## config.mk

```make
export PLATFORM = sky130hd
export DESIGN_NAME = spi_sram_responder_flat
export DESIGN_NICKNAME = d
export VERILOG_FILES = /design/src/rtl/spi_sram_responder_if.sv /design/src/rtl/spi_sram_responder.sv /design/src/flat_wrapper.sv
export SDC_FILE = /design/constraint.sdc
export NUM_CORES = 1
export LEC_CHECK = 0
export CAP_MARGIN = 20
export CORE_UTILIZATION = 40
export CTS_BUF_LIST = sky130_fd_sc_hd__clkbuf_8
export DETAILED_ROUTE_END_ITERATION = 8
export REMOVE_ABC_BUFFERS = 1
export SYNTH_ARGS = -nofsm -noshare
export SYNTH_HDL_FRONTEND = slang
export SYNTH_SLANG_ARGS = --single-unit
```

## constraint.sdc

```tcl
create_clock -name clk -period 5.42 [get_ports clk]
set_input_delay 1.084 -clock clk [delete_from_list [all_inputs] [get_ports clk]]
set_output_delay 1.084 -clock clk [all_outputs]
set_load 0.05 [all_outputs]
```

## src/rtl/spi_sram_responder_if.sv

```systemverilog
// SPI pin bundle between a mode-0 SPI master and the serial-SRAM responder.
// Latency: none, plain wires.
// Backpressure: none, SPI has no flow control; the master owns the bit rate.
// Signals:
//   spi_cs_n    chip select, active low (master -> responder)
//   spi_sclk    serial clock, idle low (master -> responder)
//   spi_mosi    serial data, MSB first (master -> responder)
//   spi_miso    serial data, MSB first (responder -> master)
//   spi_miso_oe 1 while the responder drives miso (responder -> master)
interface spi_sram_responder_if;
  logic spi_cs_n;
  logic spi_sclk;
  logic spi_mosi;
  logic spi_miso;
  logic spi_miso_oe;

  modport master (
    output spi_cs_n,
    output spi_sclk,
    output spi_mosi,
    input  spi_miso,
    input  spi_miso_oe
  );

  modport slave (
    input  spi_cs_n,
    input  spi_sclk,
    input  spi_mosi,
    output spi_miso,
    output spi_miso_oe
  );
endinterface

```

## src/rtl/spi_sram_responder.sv

```systemverilog
// SPI mode-0 responder emulating a small byte-addressed serial SRAM (READ 0x03 / WRITE 0x02).
// Latency: pin edges are acted on 3 clk after they toggle; miso updates on the clk after that.
// Backpressure: none; the SPI master must keep f_sclk <= f_clk/8 so every edge is seen.
// Ports:
//   clk, rst      system clock, synchronous active-high reset
//   spi           SPI pins (slave modport): cs_n/sclk/mosi in, miso/miso_oe out
//   busy          1 while a transaction is in progress (state != IDLE)
//   bd_addr       backdoor read address
//   bd_rdata      mem[bd_addr], combinational, no side effects
module spi_sram_responder #(
  parameter int MEM_BYTES  = 64,
  parameter int ADDR_W     = $clog2(MEM_BYTES),
  parameter int ADDR_BYTES = 3
) (
  input  logic                  clk,
  input  logic                  rst,
  spi_sram_responder_if.slave   spi,
  output logic                  busy,
  input  logic [ADDR_W-1:0]     bd_addr,
  output logic [7:0]            bd_rdata
);

  localparam logic [7:0] CMD_READ  = 8'h03;
  localparam logic [7:0] CMD_WRITE = 8'h02;
  localparam int         BC_W      = (ADDR_BYTES > 1) ? $clog2(ADDR_BYTES) : 1;
  localparam logic [BC_W-1:0] LAST_ADDR_BYTE = BC_W'(ADDR_BYTES - 1);

  typedef enum logic [2:0] {
    IDLE,
    CMD,
    ADDR,
    READ,
    WRITE,
    IGNORE
  } state_t;

  // ---------------------------------------------------------------------------
  // Pin synchronizers. These are deliberately not reset: the cs_n pipeline must
  // keep tracking the real pin through rst so that a cs_n held low across rst
  // does not look like a fresh falling edge afterwards.
  // ---------------------------------------------------------------------------
  logic cs_s1, cs_s2;
  logic sclk_s1, sclk_s2, sclk_d;
  logic mosi_s1, mosi_s2;

  always_ff @(posedge clk) begin
    cs_s1   <= spi.spi_cs_n;
    cs_s2   <= cs_s1;
    sclk_s1 <= spi.spi_sclk;
    sclk_s2 <= sclk_s1;
    sclk_d  <= sclk_s2;
    mosi_s1 <= spi.spi_mosi;
    mosi_s2 <= mosi_s1;
  end

  // cs_d resets to 0 ("already low"), so only a genuine high->low transition
  // after rst can start a transaction.
  logic cs_d;
  always_ff @(posedge clk) begin
    if (rst) cs_d <= 1'b0;
    else     cs_d <= cs_s2;
  end

  logic cs_fall, cs_high, sclk_rise, sclk_fall;
  assign cs_fall   = cs_d & ~cs_s2;
  assign cs_high   = cs_s2;
  assign sclk_rise = sclk_s2 & ~sclk_d;
  assign sclk_fall = ~sclk_s2 & sclk_d;

  // ---------------------------------------------------------------------------
  // Storage. Not reset; written only on whole-byte completion in WRITE.
  // ---------------------------------------------------------------------------
  logic [7:0] mem [0:MEM_BYTES-1];

  // ---------------------------------------------------------------------------
  // State and datapath registers
  // ---------------------------------------------------------------------------
  state_t            state_q, state_d;
  logic [2:0]        bit_cnt_q, bit_cnt_d;
  logic [7:0]        rx_sr_q, rx_sr_d;
  logic [7:0]        tx_sr_q, tx_sr_d;
  logic [ADDR_W-1:0] addr_q, addr_d;
  logic [BC_W-1:0]   byte_cnt_q, byte_cnt_d;
  logic              is_read_q, is_read_d;
  logic              tx_fresh_q, tx_fresh_d;
  logic              miso_q, miso_d;
  logic              mem_we;

  // Byte as it will look once the current mosi bit is shifted in.
  logic [7:0]        rx_byte;
  logic [ADDR_W-1:0] rx_addr;
  assign rx_byte = {rx_sr_q[6:0], mosi_s2};
  // ADDR_W <= 8, so only the last address byte survives in the address
  // register; its upper bits are ignored.
  assign rx_addr = rx_byte[ADDR_W-1:0];

  always_ff @(posedge clk) begin
    if (rst) begin
      state_q    <= IDLE;
      bit_cnt_q  <= 3'd0;
      rx_sr_q    <= 8'h00;
      tx_sr_q    <= 8'h00;
      addr_q     <= '0;
      byte_cnt_q <= '0;
      is_read_q  <= 1'b0;
      tx_fresh_q <= 1'b0;
      miso_q     <= 1'b0;
    end else begin
      state_q    <= state_d;
      bit_cnt_q  <= bit_cnt_d;
      rx_sr_q    <= rx_sr_d;
      tx_sr_q    <= tx_sr_d;
      addr_q     <= addr_d;
      byte_cnt_q <= byte_cnt_d;
      is_read_q  <= is_read_d;
      tx_fresh_q <= tx_fresh_d;
      miso_q     <= miso_d;
    end
  end

  always_ff @(posedge clk) begin
    if (mem_we && !rst) mem[addr_q] <= rx_byte;
  end

  // ---------------------------------------------------------------------------
  // Next-state / datapath logic
  // ---------------------------------------------------------------------------
  always_comb begin
    state_d    = state_q;
    bit_cnt_d  = bit_cnt_q;
    rx_sr_d    = rx_sr_q;
    tx_sr_d    = tx_sr_q;
    addr_d     = addr_q;
    byte_cnt_d = byte_cnt_q;
    is_read_d  = is_read_q;
    tx_fresh_d = tx_fresh_q;
    miso_d     = miso_q;
    mem_we     = 1'b0;

    if (state_q == IDLE) begin
      bit_cnt_d = 3'd0;
      if (cs_fall) state_d = CMD;
    end else if (cs_high) begin
      // Deselect wins over any sclk edge on the same clk; a partial byte is
      // simply dropped.
      state_d   = IDLE;
      bit_cnt_d = 3'd0;
    end else if (sclk_rise) begin
      rx_sr_d   = rx_byte;
      bit_cnt_d = bit_cnt_q + 3'd1;
      if (bit_cnt_q == 3'd7) begin
        case (state_q)
          CMD: begin
            if (rx_byte == CMD_READ || rx_byte == CMD_WRITE) begin
              state_d    = ADDR;
              byte_cnt_d = '0;
              is_read_d  = (rx_byte == CMD_READ);
            end else begin
              state_d = IGNORE;
            end
          end
          ADDR: begin
            addr_d     = rx_addr;
            byte_cnt_d = byte_cnt_q + BC_W'(1);
            if (byte_cnt_q == LAST_ADDR_BYTE) begin
              if (is_read_q) begin
                // Prefetch the first data byte so miso is ready on the
                // very next sclk fall.
                state_d    = READ;
                tx_sr_d    = mem[rx_addr];
                addr_d     = rx_addr + ADDR_W'(1);
                tx_fresh_d = 1'b1;
              end else begin
                state_d = WRITE;
              end
            end
          end
          READ: begin
            tx_sr_d    = mem[addr_q];
            addr_d     = addr_q + ADDR_W'(1);
            tx_fresh_d = 1'b1;
          end
          WRITE: begin
            mem_we = 1'b1;
            addr_d = addr_q + ADDR_W'(1);
          end
          default: ;
        endcase
      end
    end else if (sclk_fall && state_q == READ) begin
      // The first fall after a (re)load presents bit 7 as-is; later falls
      // shift and present the next bit, giving exactly 8 bits per byte.
      if (tx_fresh_q) begin
        miso_d     = tx_sr_q[7];
        tx_fresh_d = 1'b0;
      end else begin
        tx_sr_d = {tx_sr_q[6:0], 1'b0};
        miso_d  = tx_sr_q[6];
      end
    end

    // miso is parked low whenever the responder is not driving it.
    if (state_d != READ) miso_d = 1'b0;
  end

  // ---------------------------------------------------------------------------
  // Outputs
  // ---------------------------------------------------------------------------
  assign spi.spi_miso    = miso_q;
  assign spi.spi_miso_oe = (state_q == READ);
  assign busy            = (state_q != IDLE);
  assign bd_rdata        = mem[bd_addr];

endmodule

```

## src/flat_wrapper.sv

```systemverilog
// flat-port wrapper written by rule: the top's interface ports become plain ports
module spi_sram_responder_flat 
#(
  parameter int MEM_BYTES  = 64,
  parameter int ADDR_W     = $clog2(MEM_BYTES),
  parameter int ADDR_BYTES = 3
)
  (clk, rst, busy, bd_addr, bd_rdata, spi_spi_cs_n, spi_spi_sclk, spi_spi_mosi, spi_spi_miso, spi_spi_miso_oe);
  spi_sram_responder_if spi_i ();
  input  logic clk;
  input  logic rst;
  output logic busy;
  input  logic [ADDR_W-1:0] bd_addr;
  output logic [7:0] bd_rdata;
  input wire logic [$bits(spi_i.spi_cs_n)-1:0] spi_spi_cs_n;
  input wire logic [$bits(spi_i.spi_sclk)-1:0] spi_spi_sclk;
  input wire logic [$bits(spi_i.spi_mosi)-1:0] spi_spi_mosi;
  output wire logic [$bits(spi_i.spi_miso)-1:0] spi_spi_miso;
  output wire logic [$bits(spi_i.spi_miso_oe)-1:0] spi_spi_miso_oe;
  assign spi_i.spi_cs_n = spi_spi_cs_n;
  assign spi_i.spi_sclk = spi_spi_sclk;
  assign spi_i.spi_mosi = spi_spi_mosi;
  assign spi_spi_miso = spi_i.spi_miso;
  assign spi_spi_miso_oe = spi_i.spi_miso_oe;
  spi_sram_responder #(.MEM_BYTES(MEM_BYTES), .ADDR_W(ADDR_W), .ADDR_BYTES(ADDR_BYTES)) u_core (.clk(clk), .rst(rst), .spi(spi_i), .busy(busy), .bd_addr(bd_addr), .bd_rdata(bd_rdata));
endmodule
```

# --- After elaboration in Yosys (flattened, before gate mapping) ---
# Memories as Yosys holds them, arrays and structs flattened. A register that Yosys moved wholly into a read port is not among the register bits.
# Cells that the tools add are included.
totals:
  register_bits: 40
  latch_bits: 0
  mem_bits_rw: 512
  romBits: 0
  in_bits: 11
  output_inout_bits: 11
  wordCells: 101
  n_memories: 1
memory_table:
  columns: ["memory", "words", "width", "rd", "rd_ports_with_merged_regs", "write_ports", "line", "text"]
  rows:
  - ["u_core.mem", 64, 8, 3, 1, 1, "spi_sram_responder.sv:73", "logic [7:0] mem [0:MEM_BYTES-1];"]
op_classes:
  add_sub_neg: 4
  n_mul: 0
  div: 0
  order_cmp: 0
  eq_ne: 15
  n_shift: 0
  muxes: 37
  bitwise_logic: 8
  n_reduce_logical: 19
op_table:
  columns: ["cell", "n"]
  rows:
  - ["8-bit 2-to-1 mux", 6]
  - ["3-bit 2-to-1 mux", 8]
  - ["6-bit 2-to-1 mux", 4]
  - ["8-bit by 2-bit == test with 1-bit output, second input constant", 2]
  - ["8-bit case mux with 2 select lines", 1]
  - ["1-bit 2-to-1 mux", 13]
  - ["6-bit by 1-bit adder with 6-bit output, second input constant", 2]
  - ["6-bit case mux with 2 select lines", 1]
  - ["6-bit AND reduction", 2]
  - ["3-bit inequality test, second input constant", 3]
  - ["8-bit AND reduction", 1]
  - ["7-bit AND reduction", 1]
  - ["3-bit by 2-bit == test with 1-bit output, second input constant", 2]
  - ["3-bit == test, second input constant", 2]
  - ["3-bit case mux with 2 select lines", 1]
  - ["2-bit nonzero test", 3]
  - ["1-bit NOT", 5]
  - ["5-bit AND reduction", 1]
  - ["2-bit by 1-bit inequality test with 1-bit output, second input constant", 2]
  - ["2-bit case mux with 2 select lines", 1]
  - ["4-bit AND reduction", 1]
  - ["2-bit OR reduction", 2]
  - ["3-bit by 1-bit adder with 3-bit output, second input constant", 1]
  - ["1-bit bitwise AND", 3]
  - ["other kinds (14)", 15]

# --- Depth between registers and ports, before layout ---
# Gate-level depths: netlist of run 1.
depth:
  ltp_word: 10
  ltp_mapped: 12
  mapped_depth_nobuf: 8

# --- Least setup slack after synthesis of run 1 ---
# OpenSTA, ideal clock, no wires.
synth_timing:
  path_kind: "input port to output port"
  from: "input bd_addr[0]"
  to: "output bd_rdata[0]"
  arrival_time_ns: 3.217
  required_time_ns: 4.336
  slack_ns: 1.119
  path_stages: 5
  n_path_buf: 2
  path_cell_list: "clkbuf_1 > buf_2 > mux4_2 > mux4_2 > mux4_2"
synth_between:
  elab_chain_len: 1
synth_rtl:
  columns: ["item", "line", "text"]
  rows:
  - ["from (decl)", "flat_wrapper.sv:13", "input logic [ADDR_W-1:0] bd_addr;"]
  - ["memory read 64 x 8 bit", null, null]
  - ["to (decl)", "flat_wrapper.sv:14", "output logic [7:0] bd_rdata;"]
# Every way passes these cells.

# --- Final worst setup path of run 1 ---
layout_timing:
  from: "input bd_addr[0]"
  to: "output bd_rdata[5]"
# Same word-level chain as after synthesis.

==> metrics.txt, run 1 <==
Worst Setup SP bd_addr[0]; commonest cells after routing, fill and taps aside edfxtp_1, mux4_2, buf_4; fmax 213.8 MHz; share of layout cells above drive strength 1 0.3697; number of distinct library cells after synthesis between 60 and 70; area delta synth->final 11.72%; Pre-antenna DRT Iters 6; RSZ-0062 raised after global routing false; Die Area between 70000 and 80000 µm²; Final Hold Viols 0; Max Fanout on Critical Path 38; CTS Buf Count just under 100; DRC 0; crit path DAT roughly 3.6 ns; Post-CTS Hold Buffers 0; Slew headroom 0.08698; slowest stage delay, CP 0.61 ns; Hold EP u_core.mosi_s2; CP Launch Type primary input; Initial DRC Count a little under 3000; Clk Tree Root Cell clkbuf_8; H-tree Lvls 3; Worst path slowest cell mux4_2; FILL cells 6470; vias in the first global route approximately 19000; leading cell type in the layout, fill and taps excluded edfxtp_1; post-DP HPWL about 66 mm; FF+latch count, synth about 560; final instance area 34010 µm²; synthesized instance count approximately 1700; Clock transition at path regs about 0.050 ns; GR peak layer met2; main flop type after synthesis edfxtp_1; Hold WC Path Type flop to flop; max-slew violations 0; Required @ worst endpoint ~4.3 ns; Max clock buf depth 3; Final Cycle Share 0.8631; Yosys warnings 0; Post-synth ARST share 0; CP Class primary input to primary output; Seq/Total Area, Yosys 0.5353; core area 74820 µm²; Setup crit end kind primary output; Rows 100; slack of the worst reg-to-reg path around 1.8 ns; met3 Use GR 0.07791; CTS sink cnt approximately 560; number of cells on the worst hold path 0; Post-synth EDFFs ~500; mean cell area of the mapped netlist ~17 µm²; vias per cell approximately 6.8; die width approximately 280 µm; number of I/O pins 22; Die Ht ~280 µm; Layout Nets 1854; # Post-CTS Setup Buffers 0; antenna-violating nets left 0; Worst R2R End u_core.tx_sr_q[6]; port buffer count 21; Synth top area share 0.5051; hold path start u_core.mosi_s1; overall routing resource usage 0.2616; antenna violations before repair 6; Power, Total a little under 9 mW; leak pwr 10.66 nW; GPL Wtd Cong between 0.9 and 1; dominant cell type by area after synthesis edfxtp_1; most frequent CP cell mux4_2; PwrDens approximately 260 nW/µm²; met1 Use GR 0.3557; multi-input gate area in the final layout between 10000 and 15000 µm²; status finished, final reports clean; Reg2Reg Depth 7; area of placed instances 32160 µm²; cts repair resizes 0; mapped cell area ~30000 µm²; drt wl/cell about 35 µm; GR Overflow Total 0; largest net degree at the start of global routing 67; vias 19710; Worst-Skew Late Latency about 0.73 ns; CTS tree done; WL final roughly 100 mm; dominant cells by area after synthesis edfxtp_1, mux4_2, mux2i_1, dfxtp_1, nor2_1; VDD IR max about 0.17 mV; Worst-Margin Slew roughly 1.4 ns; initial core utilization 0.4069; final setup TNS 0 ns; first-pass GRT wire length 143.2 mm; storage element area roughly 16000 µm²; final setup vio count 0; crit-path cells buf_8 > buf_12 > mux4_2 > mux4_2 > mux4_2 > buf_4; max-cap viol count 0; minimum clock period after layout 4.678 ns; Final Skew between 0.04 and 0.05 ns; met2 Use GR 0.3908
==> final cells by class <==
class                           instances  area share
Clock inverter                         72     0.01001
Timing Repair Buffer                  149     0.03771
Multi-Input combinational cell       1021      0.3912
Inverter                               10    0.001104
Clock buffer                          108     0.04371
Antenna cell                            6   0.0004415
Tap cell                              969     0.03565
Sequential cell                       558      0.4802
==> cell usage after synthesis (7+ instances only) <==
cell type	count
nor3_1	19
o2111ai_1	9
a221oi_1	7
nand3_1	24
a31oi_1	9
mux2_2	26
o22ai_1	11
edfxtp_1	512
nand2_1	59
o221ai_1	14
buf_4	26
dfxtp_1	46
buf_6	11
mux4_2	389
nor2_1	111
a21oi_1	31
clkbuf_1	60
nand4_1	9
mux2i_1	121
nand3b_1	8
mux4_1	10
buf_2	40
buf_1	18
o21ai_0	20
a211oi_1	14
nor2b_1	18
inv_1	7
==> kinds of logic after synthesis <==
family / share of synthesized area
buffers and inverters: 0.02791
xor gates and xnor gates: 0.002014
AOI/OAI and AO/OA: 0.04036
DFF: 0.5353
adders and majority gates: 0.002466
muxes: 0.3458
and+or+nand+nor: 0.04612
==> how the worst max path moves through the flow <==
stage / cells past startpoint / slack (ns) / end
3_5_place_dp: 6 / 0.79 / bd_rdata[0]
2_1_floorplan: 6 / -3.45 / u_core.tx_sr_q[1]
4_1_cts: 6 / 0.79 / bd_rdata[0]
5_1_grt: 6 / 0.71 / bd_rdata[2]
6_report: 6 / 0.74 / bd_rdata[5]
3_3_place_gp: 6 / 0.78 / bd_rdata[2]
==> through the flow <==
stage	util	instances	setup WS [ns]	hold WS (ns)
after floorplan	-	1589	-3.448	0.3096
after global placement	0.4298	2706	0.7847	0.3152
after detailed placement	0.4298	2706	0.7944	0.3131
after CTS	0.4543	2886	0.7919	0.3290
after global routing	0.4545	2892	0.7094	0.3390
final	0.4545	2893	0.7418	0.3230
==> registers in the layout, indices dropped and copies added (netlist names), 2 cells and up, named ones only <==
name / count
u_core.mem: 512
u_core.addr_q: 6
u_core.byte_cnt_q: 2
u_core.rx_sr_q: 7
u_core.state_q: 3
u_core.bit_cnt_q: 3
u_core.tx_sr_q: 8
==> critical path, delay by kind of cell <==
family,cells,cell delay [ns]
buffers and inverters,3,0.70
multiplexers,3,1.74
==> per-layer routing <==
metal | share of wire | up-vias
met1 | 0.38 | 10410
met5 | 0.0011 | -
met4 | 0.045 | 8
li1 | - | 7701
met2 | 0.46 | 1323
met3 | 0.11 | 263
==> report_power, final <==
part	switching [mW]	internal, mW	total [mW]
registers	0.0124	4.64	4.65
logic	0.268	0.235	0.503
clock network	1.79	1.88	3.67
(Power assumes the default switching activity.)
==> run 2, diff against run 1 <==
CTS_BUF_LIST = sky130_fd_sc_hd__clkbuf_2   (was sky130_fd_sc_hd__clkbuf_8)
SKIP_CTS_REPAIR_TIMING = 1   (was not set)
clock period = 5.4 ns   (was 5.42 ns; I/O delays follow)
==> metrics.txt, run 2 (same netlist as run 1, synthesis figures left out) <==
non-filler cells, final between 2000 and 3000; Slew headroom 0.08290; antenna-violating nets left 0; H-tree Lvls 4; Final Hold Viols 0; Max Fanout on Critical Path between 40 and 50; final instance area around 34000 µm²; WP buf/inv 3; FILL cells 6537; Worst-Margin Slew about 1.3 ns; CTS tree done; largest net degree at the start of global routing 80; area of placed instances approximately 32000 µm²; Final Skew just over 0.09 ns; area delta synth->final 10.27%; Worst Setup SP bd_addr[1]; GR Overflow Total 0; post-DP HPWL ~66 mm; core area approximately 75000 µm²; CP Launch Type primary input; drt wl/cell ~34 µm; DRC 0; kind of cell adding the most delay to the critical path multiplexers; Clk Tree Root Cell clkbuf_2; RSZ-0062 raised after global routing false; vias in the first global route 19770; initial core utilization 0.4069; Power, Total approximately 8.2 mW; Hold WS around 0.19 ns; GPL Wtd Cong 0.9744; slowest stage delay, CP between 0.5 and 0.6 ns; Die Ht around 280 µm; port buffer count 21; Required @ worst endpoint ~4.3 ns; fmax ~210 MHz; minimum clock period after layout 4.793 ns; Die Area around 77000 µm²; max FFs per register between 500 and 600; Hold WC Path Type primary input to flop; WL final ~100 mm; die width 277.9 µm; Rows 100; Top reg by flops u_core.mem; CTS Buf Count approximately 150; Max clock buf depth 3; Final Cycle Share 0.8876; overall routing resource usage 0.2612; VDD IR max between 0.1 and 0.15 mV; Largest regs u_core.mem: 512 flops, u_core.tx_sr_q: 8 flops, u_core.rx_sr_q: 7 flops; met1 Use GR 0.3574; first-pass GRT wire length about 140 mm; max-cap viol count 0; Pre-antenna DRT Iters 6; leading cell type in the layout, fill and taps excluded edfxtp_1; Worst-Skew Late Latency around 1.3 ns; antenna violations before repair 3; GR peak layer met2; vias approximately 20000; hold path start spi_spi_sclk; commonest cells after routing, fill and taps aside edfxtp_1, mux4_2, clkbuf_2; Setup crit end kind primary output; most frequent CP cell mux4_2; dpl cells 2706; CP Class primary input to primary output; Worst path slowest cell mux4_2; Clock transition at path regs about 0.080 ns; leak pwr approximately 11 nW; crit path DAT ~3.7 ns; vias per cell about 6.6; PwrDens between 200 and 250 nW/µm²; share of layout cells above drive strength 1 0.4028; crit-path cells buf_6 > buf_4 > mux4_2 > mux4_2 > mux4_2 > buf_4; final setup vio count 0; number of I/O pins 22; Initial DRC Count between 2000 and 3000; Layout Nets 1903; met3 Use GR 0.06123; status finished, final reports clean; max-slew violations 0; met2 Use GR 0.4027; CTS sink cnt roughly 560
==> run 2: changes by cell type in the layout (fill, tap and decap cells not counted), moves of 2 or more <==
cell / previous run / this run
clkbuf_2: 1 / 202
inv_1: 45 / 7
buf_12: 11 / 14
inv_8: 2 / 0
buf_4: 124 / 122
bufinv_16: 1 / 4
inv_2: 1 / 5
clkinv_2: 13 / 9
clkbuf_8: 108 / 0
clkinv_1: 17 / 38
==> run 2: power by group <==
part / switching (mW) / internal, mW
sequential: 0.0139 / 4.64
clock: 1.81 / 1.21
combinational: 0.263 / 0.241
total: 2.09 / 6.09
==> run 2: metal layers <==
layer | vias up | wire (µm) | part of all wire
li1 | 7887 | - | -
met1 | 10230 | 38450 | 0.38
met2 | 1391 | 46530 | 0.47
met3 | 240 | 11290 | 0.11
met4 | 2 | 3755 | 0.038
met5 | - | 7 | 0.000070
==> run 2: stage by stage <==
step	worst slack [ns]	utilization	setup TNS [ns]
floorplan	-3.468	-	-261.41
global placement	0.6325	0.4304	0
detailed placement	0.6234	0.4304	0
CTS	0.5568	0.4483	0
global route	0.5299	0.4486	0
finish	0.6068	0.4486	0
==> run 2: path summary, 6_finish.rpt <==
kind	depth (start not counted)	slack, ns	to
worst min register to register	0	0.33	u_core.sclk_s2
worst max register to register	7	1.70	u_core.tx_sr_q[2]
worst min-delay path	1	0.19	u_core.sclk_s1
worst max-delay path	6	0.61	bd_rdata[2]
==> run 2: layout make-up <==
| class | instances | area (µm²) | area share |
|---|---|---|---|
| Multi-Input combinational cell | 1021 | 13300 | 0.3963 |
| Timing Repair Buffer | 150 | 1328 | 0.03955 |
| Inverter | 10 | 37.54 | 0.001118 |
| Tap cell | 969 | 1212 | 0.03612 |
| Sequential cell | 558 | 16330 | 0.4865 |
| Clock inverter | 55 | 330.3 | 0.009840 |
| Clock buffer | 202 | 1011 | 0.03012 |
| Antenna cell | 6 | 15.01 | 0.0004473 |
